$ cat config.mk
export PLATFORM = sky130hd
export DESIGN_NAME = imem_dbg_loader
export DESIGN_NICKNAME = d
export VERILOG_FILES = /design/src/rtl/imem_dbg_loader_pkg.sv /design/src/rtl/imem_dbg_loader.sv
export SDC_FILE = /design/constraint.sdc
export NUM_CORES = 1
export LEC_CHECK = 0
export BUFFER_PORTS_ARGS = -buffer_cell sky130_fd_sc_hd__buf_2
export CAP_MARGIN = 20
export CORE_MARGIN = 1.5
export CORE_UTILIZATION = 50
export DETAILED_ROUTE_END_ITERATION = 7
export PLACE_DENSITY = 0.87
export SKIP_CTS_REPAIR_TIMING = 1
export SYNTH_ARGS = -nofsm -noshare
export SYNTH_HDL_FRONTEND = slang
export SYNTH_SLANG_ARGS = --single-unit
$ cat constraint.sdc
create_clock -name clk -period 3.2 [get_ports clk]
set_input_delay 0.16 -clock clk [delete_from_list [all_inputs] [get_ports clk]]
set_output_delay 0.16 -clock clk [all_outputs]
set_load 0.01 [all_outputs]
$ cat src/rtl/imem_dbg_loader_pkg.sv
// Shared definitions for the imem debug-port loader: AHB-Lite encodings,
// the loader FSM state type and a byte-lane merge helper.
// IMEM_DBG_LOADER_READBACK_EN adds the read-back verify states to the enum.
package imem_dbg_loader_pkg;

    localparam logic [1:0] HTRANS_IDLE   = 2'b00;
    localparam logic [1:0] HTRANS_NONSEQ = 2'b10;
    localparam logic [2:0] HSIZE_WORD    = 3'b010;
    localparam logic [2:0] HBURST_SINGLE = 3'b000;
    localparam logic [3:0] HPROT_DEFAULT = 4'b0011;

    typedef enum logic [2:0] {
        IDLE,
        COLLECT,
        ADDR,
        DATA,
`ifdef IMEM_DBG_LOADER_READBACK_EN
        DONE,
        RB_ADDR,
        RB_DATA
`else
        DONE
`endif
    } state_e;

    // Replace one little-endian byte lane of a word.
    function automatic logic [31:0] merge_byte(input logic [31:0] word,
                                               input logic [1:0]  lane,
                                               input logic [7:0]  b);
        logic [31:0] r;
        r = word;
        r[{lane, 3'b000} +: 8] = b;
        return r;
    endfunction

endpackage

$ cat src/rtl/imem_dbg_loader.sv
// Loads a little-endian byte stream into instruction memory through the
// imem AHB-Lite debug port, one single-beat word write per four bytes.
// Optional feature macro: IMEM_DBG_LOADER_READBACK_EN -- each written word is
// read back from the same address and compared; a mismatch aborts the load.
module imem_dbg_loader
    import imem_dbg_loader_pkg::*;
#(
    parameter int ADDR_WIDTH = 16,
    parameter int CNT_WIDTH  = 16
) (
    input  logic                  clk,
    input  logic                  reset,
    input  logic                  start,
    input  logic [ADDR_WIDTH-1:0] base_addr,
    input  logic [CNT_WIDTH-1:0]  word_cnt,
    input  logic                  byte_valid,
    output logic                  byte_ready,
    input  logic [7:0]            byte_data,
    output logic                  busy,
    output logic                  done,
    output logic                  err,
    output logic [CNT_WIDTH-1:0]  words_written,
    output logic [ADDR_WIDTH-1:0] imem_dbg_ahb_HADDR,
    output logic                  imem_dbg_ahb_HSEL,
    output logic                  imem_dbg_ahb_HREADY,
    output logic                  imem_dbg_ahb_HWRITE,
    output logic [2:0]            imem_dbg_ahb_HSIZE,
    output logic [2:0]            imem_dbg_ahb_HBURST,
    output logic [3:0]            imem_dbg_ahb_HPROT,
    output logic [1:0]            imem_dbg_ahb_HTRANS,
    output logic                  imem_dbg_ahb_HMASTLOCK,
    output logic [31:0]           imem_dbg_ahb_HWDATA,
    input  logic [31:0]           imem_dbg_ahb_HRDATA,
    input  logic                  imem_dbg_ahb_HREADYOUT,
    input  logic                  imem_dbg_ahb_HRESP
);

    // Word-aligned view of the requested base address.
    localparam logic [ADDR_WIDTH-1:0] ADDR_MASK = {{(ADDR_WIDTH-2){1'b1}}, 2'b00};

    state_e                  state_q;
    logic [ADDR_WIDTH-1:0]   haddr_q;
    logic [31:0]             hwdata_q;
    logic [CNT_WIDTH-1:0]    cnt_q;
    logic [CNT_WIDTH-1:0]    ww_q;
    logic [1:0]              idx_q;
    logic                    err_q;
    logic                    done_q;
    logic                    busy_q;
    logic                    hsel_q;
    logic [1:0]              htrans_q;
    logic                    hwrite_q;
    logic                    byte_ready_q;
    logic                    last_write;

    // The write finishing now is the final word of the load.
    assign last_write = (ww_q + CNT_WIDTH'(1)) == cnt_q;

    // Single-slave port: the bus ready is the slave's own ready.
    assign imem_dbg_ahb_HREADY    = imem_dbg_ahb_HREADYOUT;
    assign imem_dbg_ahb_HSIZE     = HSIZE_WORD;
    assign imem_dbg_ahb_HBURST    = HBURST_SINGLE;
    assign imem_dbg_ahb_HPROT     = HPROT_DEFAULT;
    assign imem_dbg_ahb_HMASTLOCK = 1'b0;
    assign imem_dbg_ahb_HADDR     = haddr_q;
    assign imem_dbg_ahb_HSEL      = hsel_q;
    assign imem_dbg_ahb_HTRANS    = htrans_q;
    assign imem_dbg_ahb_HWRITE    = hwrite_q;
    assign imem_dbg_ahb_HWDATA    = hwdata_q;
    assign byte_ready             = byte_ready_q;
    assign busy                   = busy_q;
    assign done                   = done_q;
    assign err                    = err_q;
    assign words_written          = ww_q;

`ifndef IMEM_DBG_LOADER_READBACK_EN
    // Read data only matters for the verify pass.
    logic unused_hrdata;
    assign unused_hrdata = ^imem_dbg_ahb_HRDATA;
`endif

    // Loader FSM; every bus and handshake output is registered here.
    always_ff @(posedge clk) begin
        if (reset) begin
            state_q      <= IDLE;
            haddr_q      <= '0;
            hwdata_q     <= '0;
            cnt_q        <= '0;
            ww_q         <= '0;
            idx_q        <= '0;
            err_q        <= 1'b0;
            done_q       <= 1'b0;
            busy_q       <= 1'b0;
            hsel_q       <= 1'b0;
            htrans_q     <= HTRANS_IDLE;
            hwrite_q     <= 1'b0;
            byte_ready_q <= 1'b0;
        end else begin
            done_q <= 1'b0;
            case (state_q)
                IDLE: begin
                    if (start) begin
                        haddr_q <= base_addr & ADDR_MASK;
                        cnt_q   <= word_cnt;
                        ww_q    <= '0;
                        err_q   <= 1'b0;
                        idx_q   <= '0;
                        busy_q  <= 1'b1;
                        if (word_cnt == '0) begin
                            state_q <= DONE;
                            done_q  <= 1'b1;
                        end else begin
                            state_q      <= COLLECT;
                            byte_ready_q <= 1'b1;
                        end
                    end
                end
                COLLECT: begin
                    if (byte_valid && byte_ready_q) begin
                        hwdata_q <= merge_byte(hwdata_q, idx_q, byte_data);
                        idx_q    <= idx_q + 2'd1;
                        if (idx_q == 2'd3) begin
                            byte_ready_q <= 1'b0;
                            state_q      <= ADDR;
                            hsel_q       <= 1'b1;
                            htrans_q     <= HTRANS_NONSEQ;
                            hwrite_q     <= 1'b1;
                        end
                    end
                end
                ADDR: begin
                    if (imem_dbg_ahb_HREADYOUT) begin
                        state_q  <= DATA;
                        hsel_q   <= 1'b0;
                        htrans_q <= HTRANS_IDLE;
                        hwrite_q <= 1'b0;
                    end
                end
                DATA: begin
                    if (imem_dbg_ahb_HREADYOUT) begin
                        if (imem_dbg_ahb_HRESP) begin
                            err_q   <= 1'b1;
                            state_q <= DONE;
                            done_q  <= 1'b1;
                        end else begin
                            ww_q <= ww_q + CNT_WIDTH'(1);
`ifdef IMEM_DBG_LOADER_READBACK_EN
                            // Verify the word just written at the same address.
                            state_q  <= RB_ADDR;
                            hsel_q   <= 1'b1;
                            htrans_q <= HTRANS_NONSEQ;
                            hwrite_q <= 1'b0;
`else
                            haddr_q <= haddr_q + ADDR_WIDTH'(4);
                            if (last_write) begin
                                state_q <= DONE;
                                done_q  <= 1'b1;
                            end else begin
                                state_q      <= COLLECT;
                                byte_ready_q <= 1'b1;
                            end
`endif
                        end
                    end
                end
`ifdef IMEM_DBG_LOADER_READBACK_EN
                RB_ADDR: begin
                    if (imem_dbg_ahb_HREADYOUT) begin
                        state_q  <= RB_DATA;
                        hsel_q   <= 1'b0;
                        htrans_q <= HTRANS_IDLE;
                    end
                end
                RB_DATA: begin
                    if (imem_dbg_ahb_HREADYOUT) begin
                        if (imem_dbg_ahb_HRESP || (imem_dbg_ahb_HRDATA != hwdata_q)) begin
                            err_q   <= 1'b1;
                            state_q <= DONE;
                            done_q  <= 1'b1;
                        end else begin
                            haddr_q <= haddr_q + ADDR_WIDTH'(4);
                            // ww_q already counts the verified word here.
                            if (ww_q == cnt_q) begin
                                state_q <= DONE;
                                done_q  <= 1'b1;
                            end else begin
                                state_q      <= COLLECT;
                                byte_ready_q <= 1'b1;
                            end
                        end
                    end
                end
`endif
                DONE: begin
                    state_q <= IDLE;
                    busy_q  <= 1'b0;
                end
                default: begin
                    state_q <= IDLE;
                end
            endcase
        end
    end

endmodule

==> results of run 1 <==
## synthesized netlist by cell type (2+ instances only)
master,instances
and4_2,2
and4_1,3
a211o_1,2
a21o_1,2
or3_1,3
a211oi_1,11
a31oi_1,3
nor2b_1,2
nor3b_1,4
a311oi_1,3
inv_1,7
nand3_1,47
o211ai_1,2
and2_1,6
buf_6,2
o31a_1,2
a22oi_1,4
nor2_1,36
a211oi_2,2
nand2_1,107
nand4_1,6
a21oi_1,87
conb_1,2
and3_1,4
nand3b_1,2
nor4_1,8
xor2_1,10
clkbuf_1,29
o21ai_0,28
nand4b_1,3
buf_4,17
buf_2,4
nor3_1,22
xnor2_1,10
dfxtp_1,88
ha_1,8
o22ai_1,6
## power by group through the flow
stage	clock (uW)	combinational, uW	sequential, uW
CTS	748	258	1160
finish	730	261	1160
global route	789	289	1170
floorplan	0	168	1190
detailed placement	0	255	1190
global placement	0	248	1190
## area by class of cell
type | count | area share [%]
multi-input combinational | 470 | 48.5
sequential | 88 | 33.1
timing repair buffer | 122 | 11.9
clock buffer | 10 | 2.59
tap | 108 | 2.54
clock inverter | 6 | 0.917
inverter | 7 | 0.494
## flip-flops by register name, summed over array words and instances (netlist names)
| name | flops |
|---|---|
| idx_q | 2 |
| busy | 1 |
| state_q | 3 |
| imem_dbg_ahb_HADDR | 14 |
| byte_ready | 1 |
| imem_dbg_ahb_HTRANS | 1 |
| cnt_q | 16 |
| done | 1 |
| words_written | 16 |
| imem_dbg_ahb_HWDATA | 32 |
| err | 1 |
## routing by layer
layer	vias to the layer above	share of wire, %	GRT usage, %
met1	2150	41	31.7
met3	23	9.0	5.25
met2	234	48	41.5
met5	-	0	0
met4	0	2.2	10.2
li1	2316	-	-
## per-stage QoR
stage | util, % | worst slack, ns | hold slack, ns | cell area, sq um
floorplan | - | 0.810 | 0.296 | 4640
global placement | 58.3 | 0.608 | 0.414 | 5140
detailed placement | 58.3 | 0.560 | 0.420 | 5140
CTS | 60.5 | 0.487 | 0.0321 | 5320
global route | 60.5 | 0.259 | 0.0468 | 5320
finish | 60.5 | 0.435 | 0.0449 | 5320
## worst max-delay path: stages, from the launching register on
cell and delay [ns]:
dfxtp_1 0.47, ha_1 0.31, nand3_1 0.13, nor2_1 0.27
xor2_1 0.14, or3_1 0.39, a211oi_1 0.52, a21oi_1 0.17
o31a_1 0.26
## placed cells by master, fill, tap and decap left out, types with 2 or more instances in the layout
master,instances
buf_2,113
nand2_1,107
dfxtp_1,88
a21oi_1,86
nand3_1,47
nor2_1,36
o21ai_0,28
nor3_1,22
conb_1,14
a211oi_1,11
xnor2_1,10
xor2_1,10
clkbuf_8,10
buf_4,9
nor4_1,8
ha_1,8
inv_1,7
and2_1,6
nand4_1,6
o22ai_1,6
nor3b_1,4
and3_1,4
a22oi_1,4
or3_1,3
and4_1,3
nand4b_1,3
a311oi_1,3
a31oi_1,3
clkinvlp_4,3
inv_6,3
nor2b_1,2
a21o_1,2
and4_2,2
nand3b_1,2
o31a_1,2
a211o_1,2
o211ai_1,2
a211oi_2,2
## worst min path at each step
stage / cells after the start / to
finish: 3 / cnt_q[15]
global route: 3 / cnt_q[13]
CTS: 3 / cnt_q[15]
detailed placement: 3 / cnt_q[15]
global placement: 3 / cnt_q[15]
floorplan: 2 / cnt_q[0]
## kinds of logic after synthesis
family	synth area share, %
AO/OA/AOI/OAI	20.7
AND/OR/NAND/NOR	27.4
buffers and inverters	6.64
multiplexers	0.789
other	0.163
adder cells (fa/ha/maj)	2.18
XOR/XNOR	3.81
flip-flops	38.3
==> impl_metrics.json, run 1 <==
{
  "cp-end-kind": "register",
  "multiInputGateArea_sq_um": 2580,
  "die_area_sq_um": 9780,
  "die_w_um": 98.9,
  "antenna_found_initial": 0,
  "ant_nets": 0,
  "synth_seq_cells": 88,
  "async_reset_ff_share_pct": 0,
  "wirelength_um": 12100,
  "drv_slew": 0,
  "seq_area_sq_um": 1760,
  "p_sw_share_pct": 28.5,
  "power_leakage_uw": 0.00217,
  "switchingPower_uw": 613,
  "final_layout_size_suffix_gt1_share_pct": 21.5,
  "drc": 11,
  "synth-main-ff-cell": "dfxtp_1",
  "finalSetupViolCount": 0,
  "status": "finished with violations",
  "grt_pass1_vias": 4295,
  "clock.fmax_mhz": 362,
  "syn_to_final_growth_pct": 15.8,
  "seqPwrFrac_pct": 54.0,
  "fin_crit_ns": 2.76,
  "placed_cells": 795,
  "hold_viol_final": 0,
  "cts_max_level": 3,
  "synth-seq-area-share_pct": 38.3,
  "grt_pass1_wl_um": 20200,
  "p_int_uw": 1540,
  "clk_pin_slew_ns": 0.09,
  "ios": 162,
  "worstHoldStart": "word_cnt[15]",
  "die_h_um": 98.9,
  "grt_max_degree": 53,
  "r2r_slack_ns": 0.44,
  "fillers": 800,
  "syn_area_sq_um": 4600,
  "rows": 34,
  "cts_buffers": 9,
  "coreArea_sq_um": 8810,
  "r2r-end": "byte_ready",
  "total_power_uw": 2160,
  "stdcell_count": 811,
  "relSlewSlack_pct": 35.7,
  "min_period_over_period_pct": 86.4,
  "cts_root_buf": "clkbuf_8",
  "path_class": "register to register",
  "final_net_count": 784,
  "r2r-start": "words_written[0]",
  "port_buffers": 113,
  "failed_checks": "design-rule violations",
  "crit_path_start": "words_written[0]",
  "globalRouteOverflowTotal": 0,
  "synth.distinct_cells": 58,
  "wire_per_inst_um": 14.9,
  "hp-class": "input port to register",
  "globalplace.congestion": 0.931,
  "drt-vias-per-instance": 5.82,
  "rsz0062_at_grt": "no",
  "crit_end": "byte_ready",
  "synth_area_leader_cell": "dfxtp_1",
  "pwr-share-comb_pct": 12.1,
  "post-dp-hpwl_um": 8690,
  "clk_path_buf_depth": 2,
  "grt_usage_pct": 25.0,
  "synth_top_area_share_pct": 38.3,
  "worstRegToRegCells": 8,
  "synthCells": 605,
  "power_density_nw_per_um2": 405,
  "clkSinkCount": 88,
  "drv_cap": 0,
  "clkLatencyLatePin_ns": 0.36,
  "cp_data_arrival_time_ns": 3.01,
  "ys_warn_count": 0,
  "irDropWorstVdd_mv": 0.323,
  "antennaDiodeCount": 0,
  "crit_fanout": 7,
  "worstSetupStartpointType": "register",
  "synthTopCellsByArea": "dfxtp_1 38%, a21oi_1 9.5%, nand2_1 8.7%",
  "tightest_slew_ns": 0.965,
  "clock_power_share_pct": 33.9,
  "drtIter0Drc": 309,
  "cp_data_required_time_ns": 3.44,
  "avgSynthCellArea_sq_um": 7.60,
  "cts_tree": "done",
  "drtPass1Iterations": 8,
  "num_vias": 4723,
  "start_util_pct": 52.2,
  "synth_edf_count": 0,
  "fin_worst_skew_ns": 0.0108,
  "tns_ns": 0
}
Note: power is estimated with default switching activity, not from simulation.
==> run 2: changes to the inputs <==
--- a/config.mk
+++ b/config.mk
@@ -9,7 +9,9 @@
 export CAP_MARGIN = 20
 export CORE_MARGIN = 1.5
 export CORE_UTILIZATION = 50
+export CTS_CLUSTER_DIAMETER = 120
 export DETAILED_ROUTE_END_ITERATION = 7
+export MAX_ROUTING_LAYER = met4
 export PLACE_DENSITY = 0.87
 export SKIP_CTS_REPAIR_TIMING = 1
 export SYNTH_ARGS = -nofsm -noshare
==> run 2 against run 1 <==
- setup slack lost 0.0032 ns
- register-to-register slack about the same
- the flow still finishes with violations (design-rule violations)
- critical path type unchanged
- largest cell class unchanged
- first-iteration DRC count rose by 21%
- wire length rose by 1.7%
- core utilization decreased by 0.071 points
==> impl_metrics.json, run 2 (same netlist as run 1, synthesis figures left out) <==
{
  "port_buffers": 113,
  "die_w_um": 98.9,
  "slowest_delay_ns": 0.58,
  "cp_slowest_cell": "dfxtp_1",
  "final_layout_size_suffix_gt1_share_pct": 21.0,
  "clkSinkCount": 88,
  "clkLatencyLatePin_ns": 0.35,
  "coreArea_sq_um": 8810,
  "cp_data_arrival_time_ns": 3.02,
  "path_class": "register to register",
  "grt_pass1_vias": 4337,
  "finalSetupViolCount": 0,
  "start_util_pct": 52.2,
  "worstPathCellList": "and4_1, nand4_1, xnor2_1, a311o_1, nor4_2, a21oi_1, o31a_1",
  "failed_checks": "design-rule violations",
  "irDropWorstVdd_mv": 0.298,
  "whs_endpoint": "cnt_q[15]",
  "fillers": 799,
  "r2r-end": "byte_ready",
  "wirelength_um": 12300,
  "p_int_uw": 1610,
  "drt-vias-per-instance": 5.89,
  "ant_nets": 0,
  "cts_buffers": 9,
  "fin_crit_ns": 2.77,
  "drtIter0Drc": 375,
  "hold_depth": 3,
  "r2r_slack_ns": 0.43,
  "power_density_nw_per_um2": 414,
  "final_common_cell": "buf_2",
  "antenna_found_initial": 0,
  "syn_to_final_growth_pct": 15.6,
  "pwr-share-comb_pct": 11.4,
  "grt_max_degree": 51,
  "clock_power_share_pct": 35.4,
  "rows": 34,
  "fin_hold_ws_ns": 0.0537,
  "seqPwrFrac_pct": 53.2,
  "final_net_count": 782,
  "crit_family": "simple AND/OR/NAND/NOR gates",
  "grt_pass1_wl_um": 20200,
  "crit_path_start": "words_written[4]",
  "drv_slew": 0,
  "ios": 162,
  "relSlewSlack_pct": 41.4,
  "wire_per_inst_um": 15.3,
  "tns_ns": 0,
  "cp_data_required_time_ns": 3.45,
  "worstHoldStart": "word_cnt[15]",
  "tightest_slew_ns": 0.877,
  "clock.fmax_mhz": 361,
  "cts_tree": "done",
  "die_area_sq_um": 9780,
  "worstSetupStartpointType": "register",
  "r2r-start": "words_written[4]",
  "fin_worst_skew_ns": 0.00918,
  "clk_path_buf_depth": 2,
  "cts_max_level": 3,
  "num_vias": 4760,
  "globalRouteOverflowTotal": 0,
  "die_h_um": 98.9,
  "crit_fanout": 13,
  "power_leakage_uw": 0.00217,
  "layout_common_cells": "113 x buf_2, 107 x nand2_1, 88 x dfxtp_1",
  "globalplace.congestion": 0.950,
  "min_period_over_period_pct": 86.5,
  "clk_pin_slew_ns": 0.09,
  "rsz0062_at_grt": "no",
  "cts_root_buf": "clkbuf_8",
  "worstRegToRegCells": 7,
  "hp-class": "input port to register",
  "drv_cap": 0,
  "antennaDiodeCount": 0,
  "hold_viol_final": 0,
  "cp-end-kind": "register",
  "drc": 11,
  "critical_path_buf_inv_count": 0,
  "p_sw_share_pct": 26.9,
  "switchingPower_uw": 591,
  "status": "finished with violations",
  "largest_reg_flops": 32,
  "post-dp-hpwl_um": 8760,
  "grt_usage_pct": 26.0,
  "drtPass1Iterations": 8
}
[run 2: layer usage]
metal / up-vias / global-route usage (%) / wire [um]
met1: 2180 / 30.9 / 5030
met2: 255 / 41.8 / 5860
met4: 0 / 9.78 / 201
met3: 23 / 7.52 / 1240
met5: - / - / 0
li1: 2302 / - / -
[run 2: layout make-up]
cell class              count  area [sq um]  area share (%)
multi-input cells         470          2580            48.5
clock inverters             4          53.8            1.01
well taps                 108           135            2.54
repair buffers            120           618            11.6
clock buffers              11           141            2.66
flip-flops and latches     88          1760            33.1
inverters                   7          26.3           0.494
[run 2: tightest hold or removal path, stage by stage]
cell     delay [ns]
buf_2          0.10
nand2_1        0.05
a21oi_1        0.05
[run 2: through the flow]
step | cell area, sq um | util [%] | worst slack [ns] | power (uW) | std cells
3_3_place_gp | 5120 | 58.2 | 0.606 | 1430 | 793
6_report | 5320 | 60.4 | 0.432 | 2200 | 808
5_1_grt | 5320 | 60.4 | 0.338 | 2290 | 808
2_1_floorplan | 4640 | - | 0.810 | 1360 | 617
3_5_place_dp | 5120 | 58.2 | 0.516 | 1440 | 793
4_1_cts | 5320 | 60.4 | 0.466 | 2210 | 808
[run 2: worst max path at each step]
stage | to | slack [ns] | cells past startpoint
2_1_floorplan | byte_ready | 0.81 | 8
4_1_cts | byte_ready | 0.47 | 7
3_5_place_dp | byte_ready | 0.52 | 7
3_3_place_gp | byte_ready | 0.61 | 7
5_1_grt | byte_ready | 0.34 | 7
6_report | byte_ready | 0.43 | 7
[run 2: power groups by stage]
stage | Sequential, uW | Combinational, uW | Clock (uW)
after detailed placement | 1190 | 248 | 0
final | 1170 | 252 | 778
after global routing | 1170 | 276 | 837
after global placement | 1190 | 240 | 0
after CTS | 1170 | 250 | 795
after floorplan | 1190 | 168 | 0
